==> config.mk <==
export PLATFORM = sky130hd
export DESIGN_NAME = bus_poll_scheduler_flat
export DESIGN_NICKNAME = d
export VERILOG_FILES = /design/src/rtl/bus_poll_scheduler_if.sv /design/src/rtl/bus_poll_scheduler.sv /design/src/flat_wrapper.sv
export SDC_FILE = /design/constraint.sdc
export NUM_CORES = 1
export LEC_CHECK = 0
export CAP_MARGIN = 10
export CORE_MARGIN = 2
export CORE_UTILIZATION = 55
export CTS_CLUSTER_DIAMETER = 200
export DETAILED_ROUTE_END_ITERATION = 12
export PLACE_DENSITY = 0.76
export SLEW_MARGIN = 5
export SYNTH_ARGS = -nofsm -noshare
export SYNTH_HDL_FRONTEND = slang
export SYNTH_SLANG_ARGS = --single-unit
==> constraint.sdc <==
create_clock -name i_clk -period 4.6 [get_ports i_clk]
set_input_delay 0.92 -clock i_clk [delete_from_list [all_inputs] [get_ports i_clk]]
set_output_delay 0.92 -clock i_clk [all_outputs]
set_load 0.05 [all_outputs]
==> src/rtl/bus_poll_scheduler_if.sv <==
// Request/response channel between the poll scheduler and master_device.
// The scheduler drives requests and receives one response byte per request.
interface bus_poll_scheduler_if #(
    parameter int unsigned ADDR_W = 8,
    parameter int unsigned DATA_W = 8
);
    logic              req_valid;
    logic              req_ready;
    logic [ADDR_W-1:0] req_addr;
    logic              rsp_valid;
    logic [DATA_W-1:0] rsp_data;

    modport master (
        output req_valid,
        output req_addr,
        input  req_ready,
        input  rsp_valid,
        input  rsp_data
    );

    modport slave (
        input  req_valid,
        input  req_addr,
        output req_ready,
        output rsp_valid,
        output rsp_data
    );
endinterface

==> src/rtl/bus_poll_scheduler.sv <==
// Round-robin poll sequencer: sweeps a table of slave addresses, issues one read per
// enabled slot, stores each response byte and flags slots that never answer.
module bus_poll_scheduler #(
    parameter  int unsigned N_SLOTS = 4,
    parameter  int unsigned ADDR_W  = 8,
    parameter  int unsigned DATA_W  = 8,
    parameter  int unsigned TIMEOUT = 64,
    parameter  int unsigned GAP     = 16,
    localparam int unsigned IW      = $clog2(N_SLOTS)
) (
    input  logic               i_clk,
    input  logic               i_rst_n,
    input  logic               i_en,
    input  logic               i_cfg_we,
    input  logic [IW-1:0]      i_cfg_idx,
    input  logic [ADDR_W-1:0]  i_cfg_addr,
    input  logic               i_cfg_on,
    input  logic [IW-1:0]      i_rd_idx,
    output logic [DATA_W-1:0]  o_rd_data,
    output logic               o_rd_fresh,
    output logic [N_SLOTS-1:0] o_to_flags,
    output logic               o_sweep_done,
    output logic               o_busy,
    bus_poll_scheduler_if.master bus
);
    localparam int unsigned TW = $clog2(TIMEOUT);
    localparam int unsigned GW = (GAP > 1) ? $clog2(GAP) : 1;

    typedef enum logic [1:0] {
        S_IDLE,
        S_ISSUE,
        S_WAIT,
        S_GAP
    } state_t;

    state_t              r_state;
    logic [IW-1:0]       r_ptr;
    logic [ADDR_W-1:0]   r_addr   [N_SLOTS];
    logic [DATA_W-1:0]   r_result [N_SLOTS];
    logic [N_SLOTS-1:0]  r_on;
    logic [N_SLOTS-1:0]  r_fresh;
    logic [N_SLOTS-1:0]  r_to;
    logic [TW-1:0]       r_timer;
    logic [GW-1:0]       r_gap_cnt;
    logic                r_req_valid;
    logic [ADDR_W-1:0]   r_req_addr;
    logic                r_sweep_done;

    logic                w_any_on;
    logic [IW-1:0]       w_first_ge;
    logic [IW-1:0]       w_next;

    // Slot search: first enabled at/after ptr (IDLE start) and strictly after ptr (advance).
    always_comb begin
        w_any_on   = |r_on;
        w_first_ge = r_ptr;
        w_next     = r_ptr;
        for (int i = N_SLOTS - 1; i >= 0; i--) begin
            if (r_on[r_ptr + IW'(i)]) w_first_ge = r_ptr + IW'(i);
        end
        for (int i = N_SLOTS; i >= 1; i--) begin
            if (r_on[r_ptr + IW'(i)]) w_next = r_ptr + IW'(i);
        end
    end

    always_ff @(posedge i_clk) begin
        if (!i_rst_n) begin
            r_state      <= S_IDLE;
            r_ptr        <= '0;
            r_on         <= '0;
            r_fresh      <= '0;
            r_to         <= '0;
            r_timer      <= '0;
            r_gap_cnt    <= '0;
            r_req_valid  <= 1'b0;
            r_req_addr   <= '0;
            r_sweep_done <= 1'b0;
            for (int i = 0; i < N_SLOTS; i++) begin
                r_addr[i]   <= '0;
                r_result[i] <= '0;
            end
        end else begin
            r_sweep_done <= 1'b0;

            if (i_cfg_we) begin
                r_addr[i_cfg_idx] <= i_cfg_addr;
                r_on[i_cfg_idx]   <= i_cfg_on;
            end

            case (r_state)
                S_IDLE: begin
                    if (i_en && w_any_on) begin
                        r_ptr       <= w_first_ge;
                        r_req_valid <= 1'b1;
                        r_req_addr  <= r_addr[w_first_ge];
                        r_state     <= S_ISSUE;
                    end
                end
                S_ISSUE: begin
                    if (bus.req_ready) begin
                        r_req_valid <= 1'b0;
                        r_timer     <= '0;
                        r_state     <= S_WAIT;
                    end
                end
                S_WAIT: begin
                    // A response on the final timeout cycle still counts as an answer.
                    if (bus.rsp_valid) begin
                        r_result[r_ptr] <= bus.rsp_data;
                        r_fresh[r_ptr]  <= 1'b1;
                        r_to[r_ptr]     <= 1'b0;
                        r_gap_cnt       <= '0;
                        r_state         <= S_GAP;
                    end else if (r_timer == TW'(TIMEOUT - 1)) begin
                        r_to[r_ptr] <= 1'b1;
                        r_gap_cnt   <= '0;
                        r_state     <= S_GAP;
                    end else begin
                        r_timer <= r_timer + TW'(1);
                    end
                end
                S_GAP: begin
                    if (r_gap_cnt == GW'(GAP - 1)) begin
                        if (!w_any_on) begin
                            r_state <= S_IDLE;
                        end else begin
                            r_ptr        <= w_next;
                            r_sweep_done <= (w_next <= r_ptr);
                            if (i_en) begin
                                r_req_valid <= 1'b1;
                                r_req_addr  <= r_addr[w_next];
                                r_state     <= S_ISSUE;
                            end else begin
                                r_state <= S_IDLE;
                            end
                        end
                    end else begin
                        r_gap_cnt <= r_gap_cnt + GW'(1);
                    end
                end
                default: r_state <= S_IDLE;
            endcase

            // Config write lands last so it overrides a coincident response or timeout.
            if (i_cfg_we) begin
                r_fresh[i_cfg_idx] <= 1'b0;
                r_to[i_cfg_idx]    <= 1'b0;
            end
        end
    end

    assign bus.req_valid  = r_req_valid;
    assign bus.req_addr   = r_req_addr;
    assign o_rd_data      = r_result[i_rd_idx];
    assign o_rd_fresh     = r_fresh[i_rd_idx];
    assign o_to_flags     = r_to;
    assign o_sweep_done   = r_sweep_done;
    assign o_busy         = (r_state != S_IDLE);
endmodule

==> src/flat_wrapper.sv <==
// flat-port wrapper written by rule: the top's interface ports become plain ports
module bus_poll_scheduler_flat 
#(
    parameter  int unsigned N_SLOTS = 4,
    parameter  int unsigned ADDR_W  = 8,
    parameter  int unsigned DATA_W  = 8,
    parameter  int unsigned TIMEOUT = 64,
    parameter  int unsigned GAP     = 16,
    localparam int unsigned IW      = $clog2(N_SLOTS)
)
  (i_clk, i_rst_n, i_en, i_cfg_we, i_cfg_idx, i_cfg_addr, i_cfg_on, i_rd_idx, o_rd_data, o_rd_fresh, o_to_flags, o_sweep_done, o_busy, bus_req_valid, bus_req_addr, bus_req_ready, bus_rsp_valid, bus_rsp_data);
  bus_poll_scheduler_if #(.ADDR_W(ADDR_W), .DATA_W(DATA_W)) bus_i ();
  input  logic i_clk;
  input  logic i_rst_n;
  input  logic i_en;
  input  logic i_cfg_we;
  input  logic [IW-1:0] i_cfg_idx;
  input  logic [ADDR_W-1:0] i_cfg_addr;
  input  logic i_cfg_on;
  input  logic [IW-1:0] i_rd_idx;
  output logic [DATA_W-1:0] o_rd_data;
  output logic o_rd_fresh;
  output logic [N_SLOTS-1:0] o_to_flags;
  output logic o_sweep_done;
  output logic o_busy;
  output wire logic [$bits(bus_i.req_valid)-1:0] bus_req_valid;
  output wire logic [$bits(bus_i.req_addr)-1:0] bus_req_addr;
  input wire logic [$bits(bus_i.req_ready)-1:0] bus_req_ready;
  input wire logic [$bits(bus_i.rsp_valid)-1:0] bus_rsp_valid;
  input wire logic [$bits(bus_i.rsp_data)-1:0] bus_rsp_data;
  assign bus_req_valid = bus_i.req_valid;
  assign bus_req_addr = bus_i.req_addr;
  assign bus_i.req_ready = bus_req_ready;
  assign bus_i.rsp_valid = bus_rsp_valid;
  assign bus_i.rsp_data = bus_rsp_data;
  bus_poll_scheduler #(.N_SLOTS(N_SLOTS), .ADDR_W(ADDR_W), .DATA_W(DATA_W), .TIMEOUT(TIMEOUT), .GAP(GAP)) u_core (.i_clk(i_clk), .i_rst_n(i_rst_n), .i_en(i_en), .i_cfg_we(i_cfg_we), .i_cfg_idx(i_cfg_idx), .i_cfg_addr(i_cfg_addr), .i_cfg_on(i_cfg_on), .i_rd_idx(i_rd_idx), .o_rd_data(o_rd_data), .o_rd_fresh(o_rd_fresh), .o_to_flags(o_to_flags), .o_sweep_done(o_sweep_done), .o_busy(o_busy), .bus(bus_i));
endmodule
== After elaboration in Yosys (flattened, before gate mapping) ==
Memories as Yosys holds them, arrays and structs flattened.
Index checks and enable logic that the tools add are counted.

* Add/subtract/negate cells: 5
* Magnitude comparators: 9
* Equal/unequal tests: 14
* Muxes and demuxes: 73
* Bitwise logic cells: 7
* Reductions and logical operators: 19

{| class="wikitable"
|+ Operators with widths
! kind !! count
|-
| two-way mux 4 bit || 12
|-
| two-way mux 8 bit || 6
|-
| two-way mux 2 bit || 15
|-
| two-way mux 1 bit || 23
|-
| less-than comparator 2 x 3 -> 1 bit, second input constant || 6
|-
| two-way mux 6 bit || 3
|-
| one-hot mux 8 bit (2 select lines) || 1
|-
| AND reduction 4 bit || 4
|-
| OR reduction 8 bit || 2
|-
| AND 4 bit || 3
|-
| one-hot mux 6 bit (2 select lines) || 1
|-
| binary-select mux 1 bit (select 2 bit) || 5
|-
| inequality test 2 bit, second input constant || 5
|-
| inverter 4 bit || 2
|-
| bitwise OR 4 bit || 2
|-
| one-hot mux 2 bit (4 select lines) || 1
|-
| one-hot mux 4 bit (2 select lines) || 1
|-
| nonzero test 2 bit || 4
|-
| adder 6 x 1 -> 6 bit, second input constant || 1
|-
| == test 6 bit, second input constant || 1
|-
| inequality test 2 x 1 -> 1 bit, second input constant || 3
|-
| AND reduction 6 bit || 1
|-
| AND reduction 5 bit || 1
|-
| adder 2 bit, second input constant || 2
|-
| other kinds (17) || 22
|}

* Register bits: 36
* RAM bits: 64
* Input port bits: 27
* Output and inout bits: 24
* Word-level logic and storage cells: 139
* Memories kept: 2

{| class="wikitable"
|+ Memories
! memory !! words !! bits a word !! read ports !! clocked after Yosys merged registers in !! write ports !! line !! source
|-
| u_core.r_addr || 4 || 8 || 2 || 0 || 4 || bus_poll_scheduler.sv:38 || <nowiki>logic [ADDR_W-1:0] r_addr [N_SLOTS];</nowiki>
|-
| u_core.r_result || 4 || 8 || 1 || 0 || 4 || bus_poll_scheduler.sv:39 || <nowiki>logic [DATA_W-1:0] r_result [N_SLOTS];</nowiki>
|}

== Depth between registers and ports, before layout ==
Gate-level depths: netlist of the first run.

* Depth in word-level cells: 11
* Depth in mapped cells: 12
* Depth with buffers taken out: 10

== Worst setup path after synthesis of the first run ==
No wires, ideal clock.

* Path kind: input to output
* From: in i_rd_idx[0]
* To: out o_rd_data[0]
* Arrival time: 2.117 ns
* Required time: 3.680 ns
* Slack: 1.563 ns
* Stages on the path: 2
* Path buffers: 1
* Path through: clkbuf_1 mux4_2

* Longest elaborated chain between the ends: 1

{| class="wikitable"
|+ RTL lines
! item !! line !! source
|-
| start, declared || flat_wrapper.sv:20 || <nowiki>input logic [IW-1:0] i_rd_idx;</nowiki>
|-
| memory read (4 x 8 bit) || n/a ||
|-
| end, declared || flat_wrapper.sv:21 || <nowiki>output logic [DATA_W-1:0] o_rd_data;</nowiki>
|}

Every way passes these cells.

== Worst setup path after layout of the first run ==
* From: in i_rd_idx[0]
* To: out o_rd_data[7]

The elaborated chain is that of the path after synthesis.

==> flow_metrics.tcl, run 1 <==
set metrics [dict create \
    dp_worst_setup_slack_ns 0.844 \
    pin_count 51 \
    fin_worst_skew_ns 0.0112 \
    wl_mm 11.1 \
    cts_tree "yes" \
    clockBufferDepth 2 \
    worstHoldPathType "reg2reg" \
    first_iter_violations 209 \
    initial_core_util_pct 56.5 \
    place_hpwl_mm 7.77 \
    diodes 0 \
    ys.warnings.count 0 \
    vdd_drop_max_mv 0.226 \
    fmaxAchievable_ghz 0.267 \
    r2r_cells 9 \
    path_max_fanout 9 \
    fin_crit_ns 3.74 \
    synth_seq_cells 100 \
    synth_cell_types 48 \
    synth.avg_cell_area_um2 10.9 \
    core_um2 9240 \
    cts_buffers 9 \
    vias 3656 \
    critPathLaunch "i_rd_idx[0]" \
    r2r_slack_ns 1.17 \
    worstSetupPathType "in2out" \
    routed_via_density 5.58 \
    finalMaxSlewViolations 0 \
    placed_area_um2 5830 \
    outcome "complete, no violations" \
    grt_max_degree 42 \
    power_w 0.00237 \
    finalNetCount 561 \
    final_cell_mix "64 x edfxtp_1, 57 x nor2_1, 50 x clkdlybuf4s50_1, 46 x mux2i_1, 36 x dfxtp_1" \
    grt_pass1_wl_mm 18.3 \
    port_buffers 50 \
    synth_area_um2 5220 \
    antenna_found_initial 0 \
    layout_worst_path_cycle_share_pct 81.3 \
    wl_per_cell_um 17.0 \
    post_cts_resized 0 \
    r2r-start "u_core.r_ptr[1]" \
    grt_usage_pct 23.3 \
    cts-root-buf "clkbuf_8" \
    design_area_um2 6030 \
    r2r-end "u_core.bus.req_addr[4]" \
    worstSkewPairLatency_ns 0.37 \
    cp-endpoint "o_rd_data[7]" \
    dieArea_um2 10300 \
    drcViolationCount 0 \
    drtPass1Iterations 5 \
    final_common_cell "edfxtp_1" \
    rows 35 \
    crit_path_end_kind "output pin" \
    die_h_um 101 \
    finalHoldViolations 0 \
    ctsHoldBuffers 0 \
    leakagePower_nw 2.26 \
    cts_setup_buffers 0 \
    dp_cells 639 \
    clock_sinks 100 \
    totalNegativeSetupSlack_ns 0 \
    gp_congestion 0.858 \
    synth_nets 518 \
    grt_pass1_vias 3646 \
    max_slew_margin_pct 26.2 \
    arrival_ns 2.82 \
    crit_required_ns 3.68 \
    grt_setup_unrepaired "no" \
    setup_viol 0 \
    grt_remaining_overflow 0 \
    startpoint_type "input pin" \
    stdcell_count 655 \
    fin_ws_ns 0.859 \
    synthArstFlopShare_pct 0 \
    clk_pin_slew_worst_paths_ns 0.09 \
    areaGrowthSynthToFinish_pct 15.5 \
    synth-main-ff-cell "edfxtp_1" \
    drv_cap 0 \
    yosysSeqAreaShare_pct 50.6 \
    p_per_area_nw_per_um2 393 \
    antenna_left 0 \
    htreeDepth 3 \
    drive_above_1_share_pct 9.13 \
    worst_pin_slew_ns 1.10 \
    synth_edf_count 64 \
    die_w_um 101 \
    synthCells 478 \
]
-- stage by stage --
stage / hold WS (ns) / utilization, %
finish: 0.490 / 65.2
global route: 0.532 / 65.2
CTS: 0.499 / 65.2
detailed placement: 0.467 / 63.1
global placement: 0.452 / 63.1
floorplan: 0.431 / -
-- layout make-up --
type / instances / area (µm²)
timing repair buffer: 59 / 568
tap: 129 / 161
inverter: 14 / 52.6
fill: 726 / 3210
clock inverter: 6 / 71.3
sequential: 100 / 2640
multi-input combinational: 337 / 2400
clock buffer: 10 / 128
-- worst min-delay path by stage --
stage | slack [ns] | cells after the start | startpoint | end
3_5_place_dp | 0.47 | 2 | u_core.r_fresh[0] | u_core.r_fresh[0]
5_1_grt | 0.53 | 2 | u_core.r_fresh[0] | u_core.r_fresh[0]
3_3_place_gp | 0.45 | 2 | u_core.r_fresh[1] | u_core.r_fresh[1]
4_1_cts | 0.50 | 2 | u_core.r_fresh[1] | u_core.r_fresh[1]
2_1_floorplan | 0.43 | 2 | u_core.r_fresh[2] | u_core.r_fresh[2]
6_report | 0.49 | 2 | u_core.r_fresh[1] | u_core.r_fresh[1]
-- kinds of logic (layout without fill, tap and decap cells) --
family	after synthesis	after routing	share of synthesized area (%)
AO/OA/AOI/OAI	81	81	10.9
XOR/XNOR	6	6	1.01
adder cells (fa/ha/maj)	13	13	3.12
buffers and inverters	41	89	3.31
flip-flops	100	100	50.6
multiplexers	61	61	14.3
AND/OR/NAND/NOR	176	176	16.8
-- registers in the layout (all words and copies together), names as in the netlist --
| name | count |
|---|---|
| u_core.r_timer | 6 |
| u_core.bus.req_valid | 1 |
| u_core.r_addr | 32 |
| u_core.r_gap_cnt | 4 |
| u_core.r_state | 2 |
| u_core.o_sweep_done | 1 |
| u_core.r_on | 4 |
| u_core.o_to_flags | 4 |
| u_core.r_ptr | 2 |
| u_core.bus.req_addr | 8 |
| u_core.r_fresh | 4 |
| u_core.r_result | 32 |
-- metal layers --
layer | part of all wire [%] | vias up | track usage [%] | routed length [µm]
met1 | 44 | 1746 | 29.7 | 4880
met3 | 3.6 | 14 | 3.80 | 399
met4 | 1.6 | 0 | 8.52 | 175
li1 | - | 1819 | - | -
met5 | 0 | - | 0 | 0
met2 | 51 | 77 | 40.0 | 5660
-- synthesized netlist by cell type, drive strengths merged, types with 10 or more instances --
cell	instances	area share, %
a211oi	12	1.7
a21oi	16	1.6
and2	30	3.6
and3	11	1.3
buf	13	1.3
clkbuf	14	1.0
dfxtp	36	14
edfxtp	64	37
ha	13	3.1
inv	13	0.94
mux2i	46	8.8
mux4	10	4.3
nand2	31	2.2
nor2	57	4.1
nor2b	12	1.4
o21ai	19	1.8
-- worst max-delay path: stages --
cell	delay (ns)
clkdlybuf4s50_1	0.45
buf_4	0.21
mux4_2	0.53
clkdlybuf4s50_1	0.71
-- power by group --
group | internal, W | switching, W | leakage (nW)
Clock | 0.000258 | 0.000322 | 0.0988
Sequential | 0.00103 | 0.0000395 | 0.937
Combinational | 0.000277 | 0.000445 | 1.23
Total | 0.00156 | 0.000807 | 2.26
Note: power is estimated with default switching activity, not from simulation.
==> inputs of run 2 (changes only) <==
--- a/config.mk
+++ b/config.mk
@@ -7,7 +7,7 @@
 export LEC_CHECK = 0
 export CAP_MARGIN = 10
 export CORE_MARGIN = 2
-export CORE_UTILIZATION = 55
+export CORE_UTILIZATION = 52
 export CTS_CLUSTER_DIAMETER = 200
 export DETAILED_ROUTE_END_ITERATION = 12
 export PLACE_DENSITY = 0.76
==> constraint.sdc (replaced) <==
create_clock -name i_clk -period 3.1 [get_ports i_clk]
set_input_delay 0.62 -clock i_clk [delete_from_list [all_inputs] [get_ports i_clk]]
set_output_delay 0.62 -clock i_clk [all_outputs]
set_load 0.05 [all_outputs]
==> flow_metrics.tcl, run 2 (same netlist as run 1, synthesis figures left out) <==
set metrics [dict create \
    placed_area_um2 5870 \
    worst_pin_slew_ns 0.687 \
    pin_count 51 \
    crit_path_end_kind "flip-flop" \
    fin_worst_skew_ns 0.00555 \
    worstSetupPathType "reg2reg" \
    finalHoldViolations 0 \
    routed_via_density 5.61 \
    grt_remaining_overflow 0 \
    clock_sinks 100 \
    leakagePower_nw 2.32 \
    drv_cap 0 \
    outcome "complete, no violations" \
    startpoint_type "flip-flop" \
    cts_buffers 9 \
    wl_mm 11.2 \
    cts_setup_buffers 0 \
    arrival_ns 3.04 \
    gp_congestion 0.817 \
    cts-root-buf "clkbuf_8" \
    ctsHoldBuffers 0 \
    r2r_cells 10 \
    worstHoldStart "u_core.r_fresh[1]" \
    fmaxAchievable_ghz 0.368 \
    antenna_left 0 \
    finalMaxSlewViolations 0 \
    p_per_area_nw_per_um2 584 \
    antenna_found_initial 0 \
    drcViolationCount 0 \
    finalNetCount 569 \
    worstSkewPairLatency_ns 0.37 \
    diodes 0 \
    dieArea_um2 10900 \
    areaGrowthSynthToFinish_pct 16.4 \
    place_hpwl_mm 7.95 \
    path_max_fanout 8 \
    grt_setup_unrepaired "no" \
    grt_pass1_vias 3735 \
    grt_usage_pct 21.9 \
    layout_worst_path_cycle_share_pct 87.7 \
    final_cell_mix "64 x edfxtp_1, 57 x nor2_1, 46 x mux2i_1, 41 x clkdlybuf4s50_1, 36 x dfxtp_1" \
    crit_required_ns 3.42 \
    htreeDepth 3 \
    initial_core_util_pct 53.4 \
    clk_pin_slew_worst_paths_ns 0.09 \
    first_iter_violations 262 \
    setup_viol 0 \
    die_h_um 104 \
    post_cts_resized 0 \
    max_slew_margin_pct 53.6 \
    wl_per_cell_um 16.8 \
    grt_pass1_wl_mm 18.7 \
    rows 36 \
    cts_tree "yes" \
    drtPass1Iterations 5 \
    final_common_cell "edfxtp_1" \
    vias 3745 \
    r2r-start "u_core.r_ptr[0]" \
    die_w_um 104 \
    fin_crit_ns 2.72 \
    clockBufferDepth 2 \
    critPathLaunch "u_core.r_ptr[0]" \
    totalNegativeSetupSlack_ns 0 \
    core_um2 9770 \
    port_buffers 50 \
    hold_depth 2 \
    design_area_um2 6070 \
    grt_max_degree 42 \
    vdd_drop_max_mv 0.393 \
    worstHoldPathType "reg2reg" \
    drive_above_1_share_pct 12.0 \
    fill_cells 800 \
]
## run 2: changes by cell type in the layout (fill, tap and decap cells not counted), sizes merged
cell and change:
clkdlybuf4s50 -9, buf +17, clkbuf +1, clkinvlp -1
## run 2: layout make-up
type	instances	area (µm²)	area share (%)
multi-input cells	337	2400	39.6
clock inverters	5	60.1	0.989
flip-flops and latches	100	2640	43.5
inverters	14	52.6	0.866
clock buffers	11	141	2.33
repair buffers	67	606	9.98
well taps	133	166	2.74
## run 2: worst paths after layout
kind / endpoint / slack [ns]
setup reg to reg: u_core.bus.req_addr[4] / 0.38
hold / removal: u_core.r_fresh[1] / 0.49
setup / recovery: u_core.bus.req_addr[4] / 0.38
hold reg to reg: u_core.r_fresh[1] / 0.49
## run 2: power breakdown
group          switching (W)  internal [W]  total (W)
Clock               0.000454      0.000400   0.000855
Sequential         0.0000589       0.00152    0.00158
Combinational       0.000671      0.000437    0.00111
Total                0.00118       0.00236    0.00354
## run 2: worst max-delay path: stages, from the launching register on
cell and delay (ns):
dfxtp_1 0.34, clkinv_1 0.09, ha_1 0.32, mux4_2 0.57
a21oi_2 0.19, o311ai_4 0.12, buf_4 0.21, mux2i_1 0.12
and3_1 0.18, o41ai_1 0.35, and2_1 0.17
## run 2: metrics by stage
stage / hold slack, ns / total power [W] / utilization [%] / setup slack [ns] / cells
after floorplan: 0.431 / 0.00238 / - / 0.240 / 478
after global placement: 0.455 / 0.00268 / 60.0 / 0.475 / 651
after detailed placement: 0.464 / 0.00272 / 60.0 / 0.392 / 651
after CTS: 0.486 / 0.00357 / 62.1 / 0.375 / 667
after global routing: 0.511 / 0.00371 / 62.1 / 0.116 / 667
final: 0.493 / 0.00354 / 62.1 / 0.381 / 667
## run 2: per-layer routing
| layer | GRT usage, % | part of all wire (%) |
|---|---|---|
| met5 | 0 | 0 |
| met1 | 27.6 | 43 |
| met3 | 3.70 | 4.7 |
| met2 | 37.8 | 50 |
| met4 | 8.49 | 1.6 |
